===== src/rtl/onfi_cmd_seq.sv =====
// onfi_cmd_seq: sequences one ONFI command/address/wait/read transaction on the NAND pins
module onfi_cmd_seq #(
   parameter int T_WP       = 2,
   parameter int T_WH       = 2,
   parameter int T_RP       = 2,
   parameter int T_REH      = 2,
   parameter int T_WB       = 4,
   parameter int RB_TIMEOUT = 1024,
   parameter int CNT_W      = 16
) (
   input  logic        mm_clk_i,
   input  logic        mm_rst_n_i,
   input  logic        start_i,
   input  logic [31:0] cmd_i,
   input  logic [39:0] addr_i,
   output logic        busy_o,
   output logic        done_o,
   output logic        err_o,
   output logic [7:0]  rd_data_o,
   output logic        rd_valid_o,
   output logic        nand_ce_n_o,
   output logic        nand_cle_o,
   output logic        nand_ale_o,
   output logic        nand_we_n_o,
   output logic        nand_re_n_o,
   output logic [7:0]  nand_dq_o,
   output logic        nand_dq_oe_o,
   input  logic [7:0]  nand_dq_i,
   input  logic        nand_rb_n_i
);
   localparam logic [2:0] S_IDLE    = 3'd0;
   localparam logic [2:0] S_CMD     = 3'd1;
   localparam logic [2:0] S_ADDR    = 3'd2;
   localparam logic [2:0] S_WB      = 3'd3;
   localparam logic [2:0] S_WAIT_RB = 3'd4;
   localparam logic [2:0] S_READ    = 3'd5;
   localparam logic [2:0] S_DONE    = 3'd6;
   localparam logic [CNT_W-1:0] C_WP      = CNT_W'(T_WP);
   localparam logic [CNT_W-1:0] C_LAT_END = CNT_W'(T_WP + T_WH - 1);
   localparam logic [CNT_W-1:0] C_RP      = CNT_W'(T_RP);
   localparam logic [CNT_W-1:0] C_RP_LAST = CNT_W'(T_RP - 1);
   localparam logic [CNT_W-1:0] C_RD_END  = CNT_W'(T_RP + T_REH - 1);
   localparam logic [CNT_W-1:0] C_WB_END  = CNT_W'(T_WB - 1);
   localparam logic [CNT_W-1:0] C_TO_END  = CNT_W'(RB_TIMEOUT - 1);

   logic [2:0]       r_state;
   logic [CNT_W-1:0] r_cnt;
   logic [7:0]       r_opcode;
   logic [2:0]       r_naddr;
   logic             r_wait_rb;
   logic             r_rd_en;
   logic [7:0]       r_left;
   logic [39:0]      r_addr;
   logic [2:0]       r_idx;
   logic             r_err;
   logic [7:0]       r_rd_data;
   logic             r_rd_valid;
   logic             r_rb_meta;
   logic             r_rb_s;
   logic             w_lat_end;
   logic             w_latch;
   logic [2:0]       w_after_lat;
   logic [39:0]      w_addr_sh;
   logic             w_unused_cmd;

   assign w_lat_end    = r_cnt == C_LAT_END;
   assign w_after_lat  = r_wait_rb ? S_WB : r_rd_en ? S_READ : S_DONE;
   assign w_addr_sh    = r_addr >> {r_idx, 3'b000};
   assign w_latch      = nand_cle_o | nand_ale_o;
   assign w_unused_cmd = ^{cmd_i[31:24], cmd_i[15:13]};

   assign busy_o       = r_state != S_IDLE;
   assign done_o       = r_state == S_DONE;
   assign err_o        = r_err;
   assign rd_data_o    = r_rd_data;
   assign rd_valid_o   = r_rd_valid;
   assign nand_ce_n_o  = r_state == S_IDLE || r_state == S_DONE;
   assign nand_cle_o   = r_state == S_CMD;
   assign nand_ale_o   = r_state == S_ADDR;
   assign nand_dq_oe_o = w_latch;
   assign nand_we_n_o  = !(w_latch && r_cnt < C_WP);
   assign nand_re_n_o  = !(r_state == S_READ && r_cnt < C_RP);
   assign nand_dq_o    = nand_cle_o ? r_opcode : nand_ale_o ? w_addr_sh[7:0] : 8'h00;

   // bring the asynchronous R/B# into the clock domain
   always_ff @(posedge mm_clk_i or negedge mm_rst_n_i) begin
      if (!mm_rst_n_i) begin
         r_rb_meta <= 1'b0;
         r_rb_s    <= 1'b0;
      end else begin
         r_rb_meta <= nand_rb_n_i;
         r_rb_s    <= r_rb_meta;
      end
   end

   // transaction FSM with per-phase cycle counter and read capture
   always_ff @(posedge mm_clk_i or negedge mm_rst_n_i) begin
      if (!mm_rst_n_i) begin
         r_state    <= S_IDLE;
         r_cnt      <= '0;
         r_opcode   <= 8'h00;
         r_naddr    <= 3'd0;
         r_wait_rb  <= 1'b0;
         r_rd_en    <= 1'b0;
         r_left     <= 8'h00;
         r_addr     <= 40'h0;
         r_idx      <= 3'd0;
         r_err      <= 1'b0;
         r_rd_data  <= 8'h00;
         r_rd_valid <= 1'b0;
      end else begin
         r_rd_valid <= 1'b0;
         r_cnt      <= r_cnt + CNT_W'(1);
         case (r_state)
            S_IDLE: if (start_i) begin
               r_opcode  <= cmd_i[7:0];
               r_naddr   <= cmd_i[10:8] > 3'd5 ? 3'd5 : cmd_i[10:8];
               r_wait_rb <= cmd_i[11];
               r_rd_en   <= cmd_i[12];
               r_left    <= cmd_i[23:16];
               r_addr    <= addr_i;
               r_idx     <= 3'd0;
               r_err     <= 1'b0;
               r_cnt     <= '0;
               r_state   <= S_CMD;
            end
            S_CMD: if (w_lat_end) begin
               r_cnt   <= '0;
               r_state <= r_naddr != 3'd0 ? S_ADDR : w_after_lat;
            end
            S_ADDR: if (w_lat_end) begin
               r_cnt <= '0;
               r_idx <= r_idx + 3'd1;
               if (r_idx == r_naddr - 3'd1) r_state <= w_after_lat;
            end
            S_WB: if (r_cnt == C_WB_END) begin
               r_cnt   <= '0;
               r_state <= S_WAIT_RB;
            end
            S_WAIT_RB: if (r_rb_s) begin
               r_cnt   <= '0;
               r_state <= r_rd_en ? S_READ : S_DONE;
            end else if (r_cnt == C_TO_END) begin
               r_cnt   <= '0;
               r_err   <= 1'b1;
               r_state <= S_DONE;
            end
            S_READ: begin
               if (r_cnt == C_RP_LAST) begin
                  r_rd_data  <= nand_dq_i;
                  r_rd_valid <= 1'b1;
               end
               if (r_cnt == C_RD_END) begin
                  r_cnt  <= '0;
                  r_left <= r_left - 8'd1;
                  if (r_left == 8'd0) r_state <= S_DONE;
               end
            end
            S_DONE: r_state <= S_IDLE;
            default: r_state <= S_IDLE;
         endcase
      end
   end
endmodule

===== config.mk =====
export PLATFORM = sky130hd
export DESIGN_NAME = onfi_cmd_seq
export DESIGN_NICKNAME = d
export VERILOG_FILES = /design/src/rtl/onfi_cmd_seq.sv
export SDC_FILE = /design/constraint.sdc
export NUM_CORES = 1
export LEC_CHECK = 0
export CAP_MARGIN = 10
export CORE_MARGIN = 4
export CORE_UTILIZATION = 45
export CTS_CLUSTER_SIZE = 30
export DETAILED_ROUTE_END_ITERATION = 10
export PLACE_DENSITY = 0.82
export SLEW_MARGIN = 20
export SYNTH_ARGS = -nofsm -noshare
export SYNTH_HDL_FRONTEND = slang
export SYNTH_SLANG_ARGS = --single-unit

===== constraint.sdc =====
create_clock -name mm_clk_i -period 2.1 [get_ports mm_clk_i]
set_input_delay 0.525 -clock mm_clk_i [delete_from_list [all_inputs] [get_ports mm_clk_i]]
set_output_delay 0.525 -clock mm_clk_i [all_outputs]
set_load 0.005 [all_outputs]

### Word-level counts from Yosys, hierarchy flattened

Index checks and enable logic that the tools add are counted.

* output and inout port bits: 26
* bits in registers: 95
* memories kept: 0
* bits in writable memories: 0
* bits in latches: 0
* ROM bits: 0

* multipliers: 0
* div/mod/pow operators: 0
* shift-type cells: 1
* add/sub/neg operators: 4
* equal/unequal tests: 20
* reductions and logical operators: 19
* magnitude comparators: 2
* multiplexer cells: 33
* bitwise operators: 1

Operators with widths (count)
* $mux 16: 4
* $pmux 16 s3: 1
* $mux 3: 14
* $shr 40x6->8: 1
* $mux 8: 4
* $pmux 3 s6: 1
* $add 16x1->16 const B: 1
* $eq 16x1->1 const B: 1
* $eq 16x10->1 const B: 1
* $eq 16x2->1 const B: 1
* $lt 16x2->1 const B: 1
* $pmux 8 s2: 1
* $ne 2x2->1 const B: 5
* $eq 3x3->1 const B: 3
* $logic_not 8->1: 1
* $ne 2x1->1 const B: 4
* $reduce_and 8->1: 1
* $sub 8x1->8 const B: 1
* $eq 3x2->1 const B: 2
* $pmux 3 s2: 1
* $reduce_and 3->1: 2
* $reduce_bool 2->1: 3
* $reduce_bool 3->1: 2
* $mux 1: 5
* other kinds (16): 19

### Depth between registers and ports, before layout

Gate-level depths: netlist of run 1.

* word-level depth: 5
* depth in mapped cells: 8
* depth with buffers taken out: 8

### Worst setup path after synthesis of run 1

Ideal clock, no wire load.

* kind: flip-flop to flip-flop
* from: register r_cnt[0]
* to: register r_state[0]
* buffers on the path: 1
* slack: -0.115 ns
* data arrival time: 2.090 ns
* period minus slack after synthesis: 2.215 ns
* cell stages (with the launch flop): 8
* setup time: 0.125 ns
* data required time: 1.975 ns
* cell sequence: dfrtp_1 ha_1 buf_6 nand4_2 nor3_4 a31oi_1 or4_4 mux2_4

* cells in the longest elaborated chain, start to end: 3

RTL lines
* start: declaration: line 47 `logic [CNT_W-1:0] r_cnt;`
* start signal: assignment: line 113 `r_cnt <= r_cnt + CNT_W'(1);`
* $eq 16x10->1 or $eq 16x2->1 (tied branches)
* $ne 3x3->1 (no line), or another cell as far along
* $reduce_and 8->1 (no line) (*)
* end signal: assignment: line 129 `r_state <= r_naddr != 3'd0 ? S_ADDR : w_after_lat;`
* end signal: assignment: line 134 `if (r_idx == r_naddr - 3'd1) r_state <= w_after_lat;`
* end signal: assignment: line 142 `r_state <= r_rd_en ? S_READ : S_DONE;`
* end: declaration: line 46 `logic [2:0] r_state;`

Mark *: on every way between the ends. The rest lies on a longest branch, timed or not.
A chain may end at the register's enable or synchronous reset.

### Worst setup path in the final report of run 1

* from: register r_idx[0]
* to: output nand_dq_o[5]

* cells in the longest elaborated chain, start to end: 3

RTL lines
* start: declaration: line 54 `logic [2:0] r_idx;`
* start signal: assignment: line 133 `r_idx <= r_idx + 3'd1;`
* $shr 40x6->8: line 68 `assign w_addr_sh = r_addr >> {r_idx, 3'b000};`
* $mux 8 (2 in a row): line 83 `assign nand_dq_o = nand_cle_o ? r_opcode : nand_ale_o ? w_addr_sh[7:0] : 8'h00;`
* end: declaration: line 26 `output logic [7:0] nand_dq_o,`

No other way between the ends.

==> results of run 1 <==
layer usage:
layer,share of wire [%],vias to the layer above,routed length (um)
met2,53,132,6450
met4,2.2,0,270
met5,0,-,0
met1,39,1860,4760
li1,-,1692,-
met3,6.3,24,776
layout by cell type, fill, tap and decap left out, types with 4 or more instances in the layout:
| cell type | netlist | final |
|---|---|---|
| dfrtp_1 | 95 | 93 |
| clkdlybuf4s50_1 | 0 | 81 |
| mux2_2 | 59 | 59 |
| buf_4 | 1 | 52 |
| nor2_1 | 34 | 32 |
| o21ai_0 | 18 | 17 |
| buf_6 | 2 | 16 |
| nand3_1 | 14 | 14 |
| nand2_1 | 17 | 14 |
| xnor2_1 | 13 | 11 |
| buf_2 | 2 | 10 |
| a21oi_1 | 9 | 9 |
| clkbuf_8 | 1 | 9 |
| mux4_2 | 8 | 8 |
| a22oi_2 | 0 | 8 |
| inv_1 | 9 | 7 |
| xor2_1 | 6 | 6 |
| o2bb2ai_1 | 8 | 5 |
| ha_1 | 7 | 5 |
| buf_12 | 0 | 5 |
| and3_1 | 6 | 4 |
flip-flops by register name, summed over array words and instances, names as in the netlist, 3 cells and up:
signal and flops:
r_addr 40, r_cnt 16, r_idx 3, r_left 8, r_naddr 3, r_opcode 8, r_state 3, rd_data_o 8
cell type report:
type	count	area share, %
Multi-Input combinational cell	254	33.6
Clock inverter	7	1.35
Inverter	11	0.664
Timing Repair Buffer	169	23.9
Sequential cell	95	36.1
Tap cell	133	2.52
Clock buffer	9	1.88
cells by family after synthesis:
group / Yosys count / synth area share [%]
adders and majority gates: 7 / 1.91
DFF: 95 / 51.9
muxes: 71 / 19.4
and+or+nand+nor: 98 / 11.3
xor gates and xnor gates: 19 / 3.64
AOI/OAI and AO/OA: 59 / 8.64
buffers and inverters: 30 / 3.14
repair_timing:
| item | 4_1_cts | 5_1_grt |
|---|---|---|
| pin swaps | 21 | 16 |
| gates resized for setup | 89 | 21 |
| hold buffers | 0 | 0 |
| buffers inserted | 15 | 1 |
| setup endpoints to repair | 19 | 33 |
worst reg2reg max path: stages (launching register included):
cell and delay (ps):
dfrtp_1 390, inv_1 60, ha_2 190, ha_4 200
xnor2_2 130, nor3_2 170, o22ai_1 120, or4_4 440
mux2_4 310
how the worst min path moves through the flow:
| stage | startpoint | slack [ps] | depth (start not counted) | end |
|---|---|---|---|---|
| floorplan | mm_rst_n_i | 230 | 0 | err_o |
| global placement | r_rb_meta | 340 | 0 | r_rb_s |
| detailed placement | r_rb_meta | 340 | 0 | r_rb_s |
| CTS | mm_rst_n_i | 60 | 1 | r_cnt[13] |
| global route | mm_rst_n_i | 70 | 1 | r_cnt[13] |
| finish | mm_rst_n_i | 60 | 1 | r_state[1] |
power breakdown:
| part | internal (mW) | switching (mW) | total [mW] |
|---|---|---|---|
| logic | 2.63 | 1.95 | 4.58 |
| clock network | 0.578 | 0.714 | 1.29 |
| registers | 2.59 | 0.511 | 3.10 |
==> results.yml, run 1 <==
yosys:
  synth-seq-cells: 95
  yosysTopAreaCell: "dfrtp_1"
  synth_area_um2: 4580
  synth.yosys.seq_area_share_pct: 51.9
  syn_avg_cell_area_um2: 12.1
  ys_top_cells_by_area: "dfrtp_1, mux2_2, mux4_2, nor2_1, xnor2_1"
  synth_edf_count: 0
  postSynthCellCount: 379
  yosys_most_used_dff: "dfrtp_1"
  syn_nets: 470
  yosysMostFrequentCell: "dfrtp_1"
  yosys_warnings: 0
  synth_top_cells_by_count: "dfrtp_1, mux2_2, nor2_1, o21ai_0, nand2_1"
  async_flop_share_pct: 100
  synth.distinct_cells: 51
  yosysTopAreaCellShare_pct: 51.9
critical_path:
  reg2reg_slack_ps: -40
  cp.arrival_ps: 1950
  path_buf_inv: 3
  required_ps: 1570
  worst_setup_path_end_kind: "output port"
  r2r_end: "r_state[0]"
  startpoint: "r_idx[0]"
  slowest_stage: "mux4_2"
  crit_path_end: "nand_dq_o[5]"
  max_stage_delay_ps: 530
  cp_common_cell: "buf_6"
  worst_setup_path_start_kind: "register"
  crit_cells: 6
  path_cells: "buf_6 -> buf_6 -> mux4_2 -> a22oi_2 -> o2bb2ai_1 -> buf_2"
  crit_path_max_fanout: 4
  critPathKind: "reg -> out"
  crit_family: "multiplexers"
  r2r_start: "r_naddr[0]"
  reg2regPathDepth: 8
placement:
  place_area_um2: 6110
  dp_hpwl_um: 8700
  io_buffers: 98
  dp.cells: 648
  pre_cts_ws_ps: -355
  place_congestion: 0.843
route:
  dr.pass1.iters: 5
  drtAntennaViolNets: 0
  routed_wl_um: 12300
  routedWlPerCell_um: 18.1
  drc: 0
  viasPerCell: 5.47
  vias: 3708
  drtIter0Drc: 194
clock_network:
  cts_buffers: 9
  clk_path_buf_depth: 2
  root_buffer: "clkbuf_8"
  clkTransAtPathRegs_ps: 100
  htree_num_levels: 3
  cts_tree: "built"
  cts_sinks: 95
  clock_latency_ps: 370
finish:
  nets: 631
  multi_input_area_um2: 2220
  seqCellArea_um2: 2380
  diodes: 0
  final_cell_count_no_fill: 678
  stdcell_area_um2: 6600
  n_fill_cell: 751
  syn_to_final_growth_pct: 44.2
  layout-drive-gt1-share_pct: 38.9
  final_util_pct: 67.2
grt:
  met3_usage_pct: 5.74
  met1_usage_pct: 24.9
  grt_pass1_vias: 3936
  grt_usage_pct: 21.2
  grt_remaining_overflow: 0
  gr-max-usage-layer: "met2"
  grt.met2_usage_pct: 37.1
  grt_pass1_wl_um: 19300
  antenna_found_initial: 0
  grt_max_degree: 49
sta:
  clock_skew_ps: 10.3
  fmaxAchievable_mhz: 403
  slew_headroom_pct: 55.9
  min_period_ps: 2480
  holdWs_ps: 56.1
  fin_ws_ps: -380
  tightest_slew_ps: 655
  setup_violations: 11
  hold_viol_final: 0
  finalMaxSlewViolations: 0
  setup_tns_ps: -2950
  post-route-period-util_pct: 118
  rsz0062_at_grt: "yes"
power_and_ir_drop:
  power_mw: 8.97
  leakage_nw: 2.87
  peakVddDrop_mv: 0.679
  power.density_nw_per_um2: 1360
outcome:
  violations: "negative setup slack"
  status: "complete, but fails checks"
floorplanning:
  die_w_um: 109
  ios: 110
  row_count: 36
  core-area_um2: 9820
  die_h_um: 109
  die-area_um2: 11800
  start_util_pct: 46.6
run:
  cap_violations: 0
worst_hold_path:
  hp-class: "in -> async"
Power figures use the tool's default switching activity.
==> inputs of run 2 (changes only) <==
Settings changed: CTS_BUF_LIST from default to sky130_fd_sc_hd__clkbuf_8.
==> results of run 2 <==
Final layout, timing and power as in run 1 (identical DEF).
